==> src/rtl/uart_rx_deser_param_if.sv <==
// Output-side handshake bundle of the Rx deserializer: completed word, its parity,
// and the valid/ready pair between the deserializer (master) and its consumer (slave).
interface uart_rx_deser_param_if #(
    parameter int MAX_WIDTH = 9
);
    logic [MAX_WIDTH-1:0] p_data;
    logic                 p_parity;
    logic                 p_valid;
    logic                 p_ready;

    modport master (
        output p_data,
        output p_parity,
        output p_valid,
        input  p_ready
    );

    modport slave (
        input  p_data,
        input  p_parity,
        input  p_valid,
        output p_ready
    );
endinterface

==> src/rtl/uart_rx_deser_param.sv <==
// UART Rx deserializer: gathers strobed bits into a 5..MAX_WIDTH bit word (LSB- or
// MSB-first), tracks parity and hands the word out through a one-entry valid/ready register.
module uart_rx_deser_param #(
    parameter int MAX_WIDTH = 9,
    parameter int CNT_W     = 4
) (
    input  logic                 clk,
    input  logic                 rst,
    input  logic                 sampled_bit,
    input  logic                 bit_strobe,
    input  logic                 deser_en,
    input  logic                 abort,
    input  logic [CNT_W-1:0]     data_len,
    input  logic                 msb_first,
    input  logic                 overrun_clr,
    output logic                 overrun,
    output logic                 busy,
    uart_rx_deser_param_if.master out_if
);
    localparam logic [0:0] IDLE  = 1'b0;
    localparam logic [0:0] SHIFT = 1'b1;

    localparam logic [CNT_W-1:0] MIN_LEN = CNT_W'(5);
    localparam logic [CNT_W-1:0] MAX_LEN = CNT_W'(MAX_WIDTH);

    logic [0:0]           state_q,    state_d;
    logic [CNT_W-1:0]     cnt_q,      cnt_d;
    logic [CNT_W-1:0]     len_q,      len_d;
    logic                 ord_q,      ord_d;
    logic [MAX_WIDTH-1:0] sreg_q,     sreg_d;
    logic                 par_q,      par_d;
    logic [MAX_WIDTH-1:0] p_data_q,   p_data_d;
    logic                 p_parity_q, p_parity_d;
    logic                 p_valid_q,  p_valid_d;
    logic                 overrun_q,  overrun_d;

    logic [CNT_W-1:0]     clamp_len;
    logic [CNT_W-1:0]     len_eff;
    logic                 ord_eff;
    logic [CNT_W-1:0]     wr_idx;
    logic                 capture;
    logic                 complete;
    logic                 overrun_set;

    always_comb begin
        clamp_len = data_len;
        if (data_len < MIN_LEN) begin
            clamp_len = MIN_LEN;
        end else if (data_len > MAX_LEN) begin
            clamp_len = MAX_LEN;
        end

        // Length and order are sampled on the first bit of a word and frozen until it ends.
        len_eff  = (state_q == IDLE) ? clamp_len : len_q;
        ord_eff  = (state_q == IDLE) ? msb_first : ord_q;
        wr_idx   = ord_eff ? (len_eff - CNT_W'(1) - cnt_q) : cnt_q;
        capture  = deser_en && bit_strobe && !abort;
        complete = capture && (cnt_q == len_eff - CNT_W'(1));

        state_d     = state_q;
        cnt_d       = cnt_q;
        len_d       = len_q;
        ord_d       = ord_q;
        sreg_d      = sreg_q;
        par_d       = par_q;
        p_data_d    = p_data_q;
        p_parity_d  = p_parity_q;
        p_valid_d   = p_valid_q;
        overrun_set = 1'b0;

        if (abort) begin
            state_d = IDLE;
            cnt_d   = '0;
            sreg_d  = '0;
            par_d   = 1'b0;
        end else if (capture) begin
            len_d = len_eff;
            ord_d = ord_eff;
            for (int i = 0; i < MAX_WIDTH; i++) begin
                if (wr_idx == CNT_W'(i)) begin
                    sreg_d[i] = sampled_bit;
                end
            end
            par_d   = par_q ^ sampled_bit;
            cnt_d   = cnt_q + CNT_W'(1);
            state_d = SHIFT;
            if (complete) begin
                p_data_d   = sreg_d;
                p_parity_d = par_d;
                state_d    = IDLE;
                cnt_d      = '0;
                sreg_d     = '0;
                par_d      = 1'b0;
            end
        end

        if (complete) begin
            p_valid_d   = 1'b1;
            overrun_set = p_valid_q && !out_if.p_ready;
        end else if (p_valid_q && out_if.p_ready) begin
            p_valid_d = 1'b0;
        end

        overrun_d = overrun_q;
        if (overrun_set) begin
            overrun_d = 1'b1;
        end else if (overrun_clr) begin
            overrun_d = 1'b0;
        end
    end

    always_ff @(posedge clk) begin
        if (!rst) begin
            state_q    <= IDLE;
            cnt_q      <= '0;
            len_q      <= '0;
            ord_q      <= 1'b0;
            sreg_q     <= '0;
            par_q      <= 1'b0;
            p_data_q   <= '0;
            p_parity_q <= 1'b0;
            p_valid_q  <= 1'b0;
            overrun_q  <= 1'b0;
        end else begin
            state_q    <= state_d;
            cnt_q      <= cnt_d;
            len_q      <= len_d;
            ord_q      <= ord_d;
            sreg_q     <= sreg_d;
            par_q      <= par_d;
            p_data_q   <= p_data_d;
            p_parity_q <= p_parity_d;
            p_valid_q  <= p_valid_d;
            overrun_q  <= overrun_d;
        end
    end

    assign out_if.p_data   = p_data_q;
    assign out_if.p_parity = p_parity_q;
    assign out_if.p_valid  = p_valid_q;
    assign overrun         = overrun_q;
    assign busy            = (cnt_q != '0);
endmodule

==> src/flat_wrapper.sv <==
// flat-port wrapper written by rule: the top's interface ports become plain ports
module uart_rx_deser_param_flat 
#(
    parameter int MAX_WIDTH = 9,
    parameter int CNT_W     = 4
)
  (clk, rst, sampled_bit, bit_strobe, deser_en, abort, data_len, msb_first, overrun_clr, overrun, busy, out_if_p_data, out_if_p_parity, out_if_p_valid, out_if_p_ready);
  uart_rx_deser_param_if #(.MAX_WIDTH(MAX_WIDTH)) out_if_i ();
  input  logic clk;
  input  logic rst;
  input  logic sampled_bit;
  input  logic bit_strobe;
  input  logic deser_en;
  input  logic abort;
  input  logic [CNT_W-1:0] data_len;
  input  logic msb_first;
  input  logic overrun_clr;
  output logic overrun;
  output logic busy;
  output wire logic [$bits(out_if_i.p_data)-1:0] out_if_p_data;
  output wire logic [$bits(out_if_i.p_parity)-1:0] out_if_p_parity;
  output wire logic [$bits(out_if_i.p_valid)-1:0] out_if_p_valid;
  input wire logic [$bits(out_if_i.p_ready)-1:0] out_if_p_ready;
  assign out_if_p_data = out_if_i.p_data;
  assign out_if_p_parity = out_if_i.p_parity;
  assign out_if_p_valid = out_if_i.p_valid;
  assign out_if_i.p_ready = out_if_p_ready;
  uart_rx_deser_param #(.MAX_WIDTH(MAX_WIDTH), .CNT_W(CNT_W)) u_core (.clk(clk), .rst(rst), .sampled_bit(sampled_bit), .bit_strobe(bit_strobe), .deser_en(deser_en), .abort(abort), .data_len(data_len), .msb_first(msb_first), .overrun_clr(overrun_clr), .overrun(overrun), .busy(busy), .out_if(out_if_i));
endmodule
==> config.mk <==
export PLATFORM = sky130hd
export DESIGN_NAME = uart_rx_deser_param_flat
export DESIGN_NICKNAME = d
export VERILOG_FILES = /design/src/rtl/uart_rx_deser_param_if.sv /design/src/rtl/uart_rx_deser_param.sv /design/src/flat_wrapper.sv
export SDC_FILE = /design/constraint.sdc
export NUM_CORES = 1
export LEC_CHECK = 0
export ABC_AREA = 1
export CORE_MARGIN = 10
export CORE_UTILIZATION = 40
export DETAILED_ROUTE_END_ITERATION = 6
export MAX_ROUTING_LAYER = met4
export SYNTH_ARGS = -nofsm -noshare
export SYNTH_HDL_FRONTEND = slang
export SYNTH_SLANG_ARGS = --single-unit
==> constraint.sdc <==
create_clock -name clk -period 5.3 [get_ports clk]
set_clock_uncertainty 0.15 [all_clocks]
set_input_delay 0.795 -clock clk [delete_from_list [all_inputs] [get_ports clk]]
set_output_delay 0.795 -clock clk [all_outputs]
set_load 0.05 [all_outputs]
==> results.txt <==
* Top cells by instance count after synthesis: 73 x sky130_fd_sc_hd__nand2_1, 36 x sky130_fd_sc_hd__inv_1, 32 x sky130_fd_sc_hd__dfxtp_1
- First-pass GRT wire length: 7341 um
- Fill cells in the final layout number 488.
- In this run the cell area measured after placement is 0.002186 mm2.
- Worst-margin pin slew: 644.2 ps
- Fraction of final layout cells with drive strength greater than 1: 12.05%
- The final hold violation count came to 0.
* Category of the worst setup path launch point: input pin
* Clock sink count: 32
- Before antenna repair, the detailed router went through 4 iterations.
- Leaving out filler cells and counting taps, the final layout contains 361.
* Global route overflow: 0
- Synthesis instantiated 36 different standard cells from the library.
- Setup slack at placement: 1252 ps
- Max Freq: 268.5 MHz
- In the final timing run, aggregate negative setup slack is 0 ps.
- Min cycle time layout: 3724 ps
* Via count: 1754
* Maximum vdd ir drop: 0.1208 mV
- The clock reaches the later pin of the worst-skew pair after 280 ps.
- Power spread over the standard cell area amounts to 254.2 mW/mm2.
- In this run, placement finished with an instance count of 353.
- STA puts the critical path data required time at 5300 ps.
* Clock tree from TritonCTS: yes
* Number of design-rule violations left by the first detailed-router iteration: 112
- Top-count cell post-synth: sky130_fd_sc_hd__nand2_1
* Worst hold stages: 2
- After detailed routing, the average wire length per cell comes to 12.02 um.
- Remaining antenna violation count after routing: 0
- Post-DP HPWL: 3254 um
- Compared with the post-synthesis result, the final layout area differs by 20.63%.
- Data arrival at the endpoint of the critical path: 3720 ps
* Clock-pin slew of the registers on the worst-case setup and hold paths: 70 ps
* Worst setup path class: in2reg
- During synthesis, Yosys emitted a total of 0 warnings.
- Outcome: finished, final reports clean
- Worst reg2reg path depth: 13
- The number of hold buffers added after CTS was 0.
- Total number of nets in the final design: 326
* Area of the mapped netlist: 0.001904 mm2
- A synthesized cell averages 6.777 um2.
* Standby leakage power: 0.9988 nW
- Headroom to the max-slew limit came out at 57.01%.
- Cell taking the most area after synthesis: sky130_fd_sc_hd__dfxtp_1
- The clock tree synthesis step divided the H-tree into 2 levels.
- Ant diodes: 0
- The routed design has 4341 um of wire.
- Setup WS post-layout: 1576 ps
* Count of buffers from port buffering: 25
* Core Area: 0.004661 mm2
* Post-CTS Setup Bufs: 0
- Top flip-flop cell by instance count after synthesis: sky130_fd_sc_hd__dfxtp_1
- The initial antenna violation count was 0.
- Maximum root-to-sink buffer count: 2
- In this run the vertical extent of the chip is 89 um.
* Async SR Flop Fraction: 0%
- The worst setup path is captured at a flop.
* Number of clock buffers inserted by TritonCTS: 5
- The path class of the tightest hold or removal check is reg2reg.
* Max-slew violation count: 0
- Post-cts resize count: 0
- The congestion estimate from routability-driven global placement came to 0.8296.
* Effective utilization at floorplan: 40.86%
* Count of pins on the block boundary: 26
- Final Instance Area: 0.002297 mm2
- Maximum number of pins on one net before global-route repair: 23
- Worst hold slack across all endpoints: 314.5 ps
- The top cell type by area accounts for 33.64% of the synthesized area.
- After synthesis the netlist holds a flip-flop and latch count of 32.
- In this run the horizontal extent of the chip is 89 um.
- By area the synthesized netlist is led by sky130_fd_sc_hd__dfxtp_1 34%, sky130_fd_sc_hd__nand2_1 14%, sky130_fd_sc_hd__inv_1 7.1%.
- Maximum fanout encountered on the critical timing path: 22
- Synthesis handed over a netlist of 281 instances.
- Root Driver: sky130_fd_sc_hd__clkbuf_8
* Vias/cell: 4.859
- Number of global-route vias before repair: 1570
* Final count of negative-setup-slack endpoints: 0
- Total GRT Usage: 12.02%
- FP Rows: 25
* Number of enable-type register cells in the synthesized netlist: 0
- Synthesized net count: 301
- Setup repair after global routing left no endpoint under its margin.
- Total die area: 0.007921 mm2
- For this run, design rule violations remaining after detail routing come to 0.
- The tool flagged a number of max-cap violations equal to 0.
- The worst path uses 70.26% of the clock period.
* Post-synthesis sequential area ratio: 33.64%
-- cell families after synthesis --
group                    synth area share (%)
AO/OA/AOI/OAI                           10.84
buffers and inverters                   10.77
adder cells (fa/ha/maj)                 4.993
XOR/XNOR                                1.380
flip-flops                              33.64
AND/OR/NAND/NOR                         38.37
-- routing by layer --
| metal | global-route usage [%] | wire, um | share of wire [%] | vias to the layer above |
|---|---|---|---|---|
| met5 | - | 0 | 0 | - |
| li1 | - | - | - | 943 |
| met4 | 3.035 | 38 | 0.88 | 0 |
| met2 | 16.82 | 1736 | 40 | 23 |
| met1 | 16.49 | 2337 | 54 | 784 |
| met3 | 3.464 | 228 | 5.3 | 4 |
-- worst paths after layout --
kind                     from          endpoint  slack (ps)
max               data_len[3]  u_core.sreg_q[6]        1580
min          u_core.sreg_q[4]  u_core.sreg_q[4]         310
max reg2reg    u_core.state_q  u_core.sreg_q[6]        2170
min reg2reg  u_core.sreg_q[4]  u_core.sreg_q[4]         310
-- per-stage QoR --
stage               power [W]  utilization, %
floorplan           0.0003287               -
detailed placement  0.0003562           46.90
CTS                 0.0005936           49.29
global route        0.0006175           49.29
finish              0.0005840           49.29
global placement    0.0003549           46.90
-- flip-flops by register name, summed over array words and instances (netlist names) --
signal	count
u_core.cnt_q	4
u_core.len_q	4
u_core.ord_q	1
u_core.out_if.p_data	9
u_core.out_if.p_parity	1
u_core.out_if.p_valid	1
u_core.overrun	1
u_core.par_q	1
u_core.sreg_q	9
u_core.state_q	1
-- critical path, stage by stage --
cell and delay [ps]:
sky130_fd_sc_hd__clkdlybuf4s50_1 490, sky130_fd_sc_hd__inv_1 90, sky130_fd_sc_hd__nand3_1 70, sky130_fd_sc_hd__nand2_1 50, sky130_fd_sc_hd__nand2_1 60, sky130_fd_sc_hd__nand2_2 80, sky130_fd_sc_hd__ha_1 200, sky130_fd_sc_hd__xor2_1 160
sky130_fd_sc_hd__ha_1 330, sky130_fd_sc_hd__nand2_1 80, sky130_fd_sc_hd__nor3b_1 240, sky130_fd_sc_hd__nand2_2 100, sky130_fd_sc_hd__inv_1 490, sky130_fd_sc_hd__nor2_2 250, sky130_fd_sc_hd__nand3_1 160, sky130_fd_sc_hd__a21oi_1 70
-- layout by cell type (no fill, tap or decap), types with 2 or more instances in the layout --
cell                              synthesis  final
sky130_fd_sc_hd__a211oi_1                 2      2
sky130_fd_sc_hd__a21oi_1                 18     18
sky130_fd_sc_hd__clkbuf_8                 0      5
sky130_fd_sc_hd__clkdlybuf4s50_1          0     25
sky130_fd_sc_hd__dfxtp_1                 32     32
sky130_fd_sc_hd__ha_1                     6      6
sky130_fd_sc_hd__inv_1                   36     36
sky130_fd_sc_hd__inv_2                    6      6
sky130_fd_sc_hd__nand2_1                 73     73
sky130_fd_sc_hd__nand2_2                  7      7
sky130_fd_sc_hd__nand2_4                  3      3
sky130_fd_sc_hd__nand3_1                 22     22
sky130_fd_sc_hd__nand3_2                  3      3
sky130_fd_sc_hd__nand4_1                  8      8
sky130_fd_sc_hd__nor2_1                  30     30
sky130_fd_sc_hd__nor2_2                   2      2
sky130_fd_sc_hd__nor2_4                   2      2
sky130_fd_sc_hd__o21ai_0                  5      5
sky130_fd_sc_hd__o21ai_2                  2      2
sky130_fd_sc_hd__xor2_1                   3      3
-- final cells by class --
cell class | instances | area [um2] | share of cell area (%)
Clock buffer | 5 | 68.82 | 2.996
Timing Repair Buffer | 26 | 257.7 | 11.22
Tap cell | 54 | 67.56 | 2.941
Multi-Input combinational cell | 198 | 1059 | 46.08
Clock inverter | 3 | 42.54 | 1.852
Inverter | 43 | 161.4 | 7.026
Sequential cell | 32 | 640.6 | 27.89
-- report_power, final --
group / internal (W) / total (W) / switching, W
registers: 0.000245 / 0.000248 / 0.00000279
logic: 0.0000361 / 0.000103 / 0.0000665
clock network: 0.000139 / 0.000234 / 0.0000946
total: 0.000420 / 0.000584 / 0.000164
(Power assumes the default switching activity.)
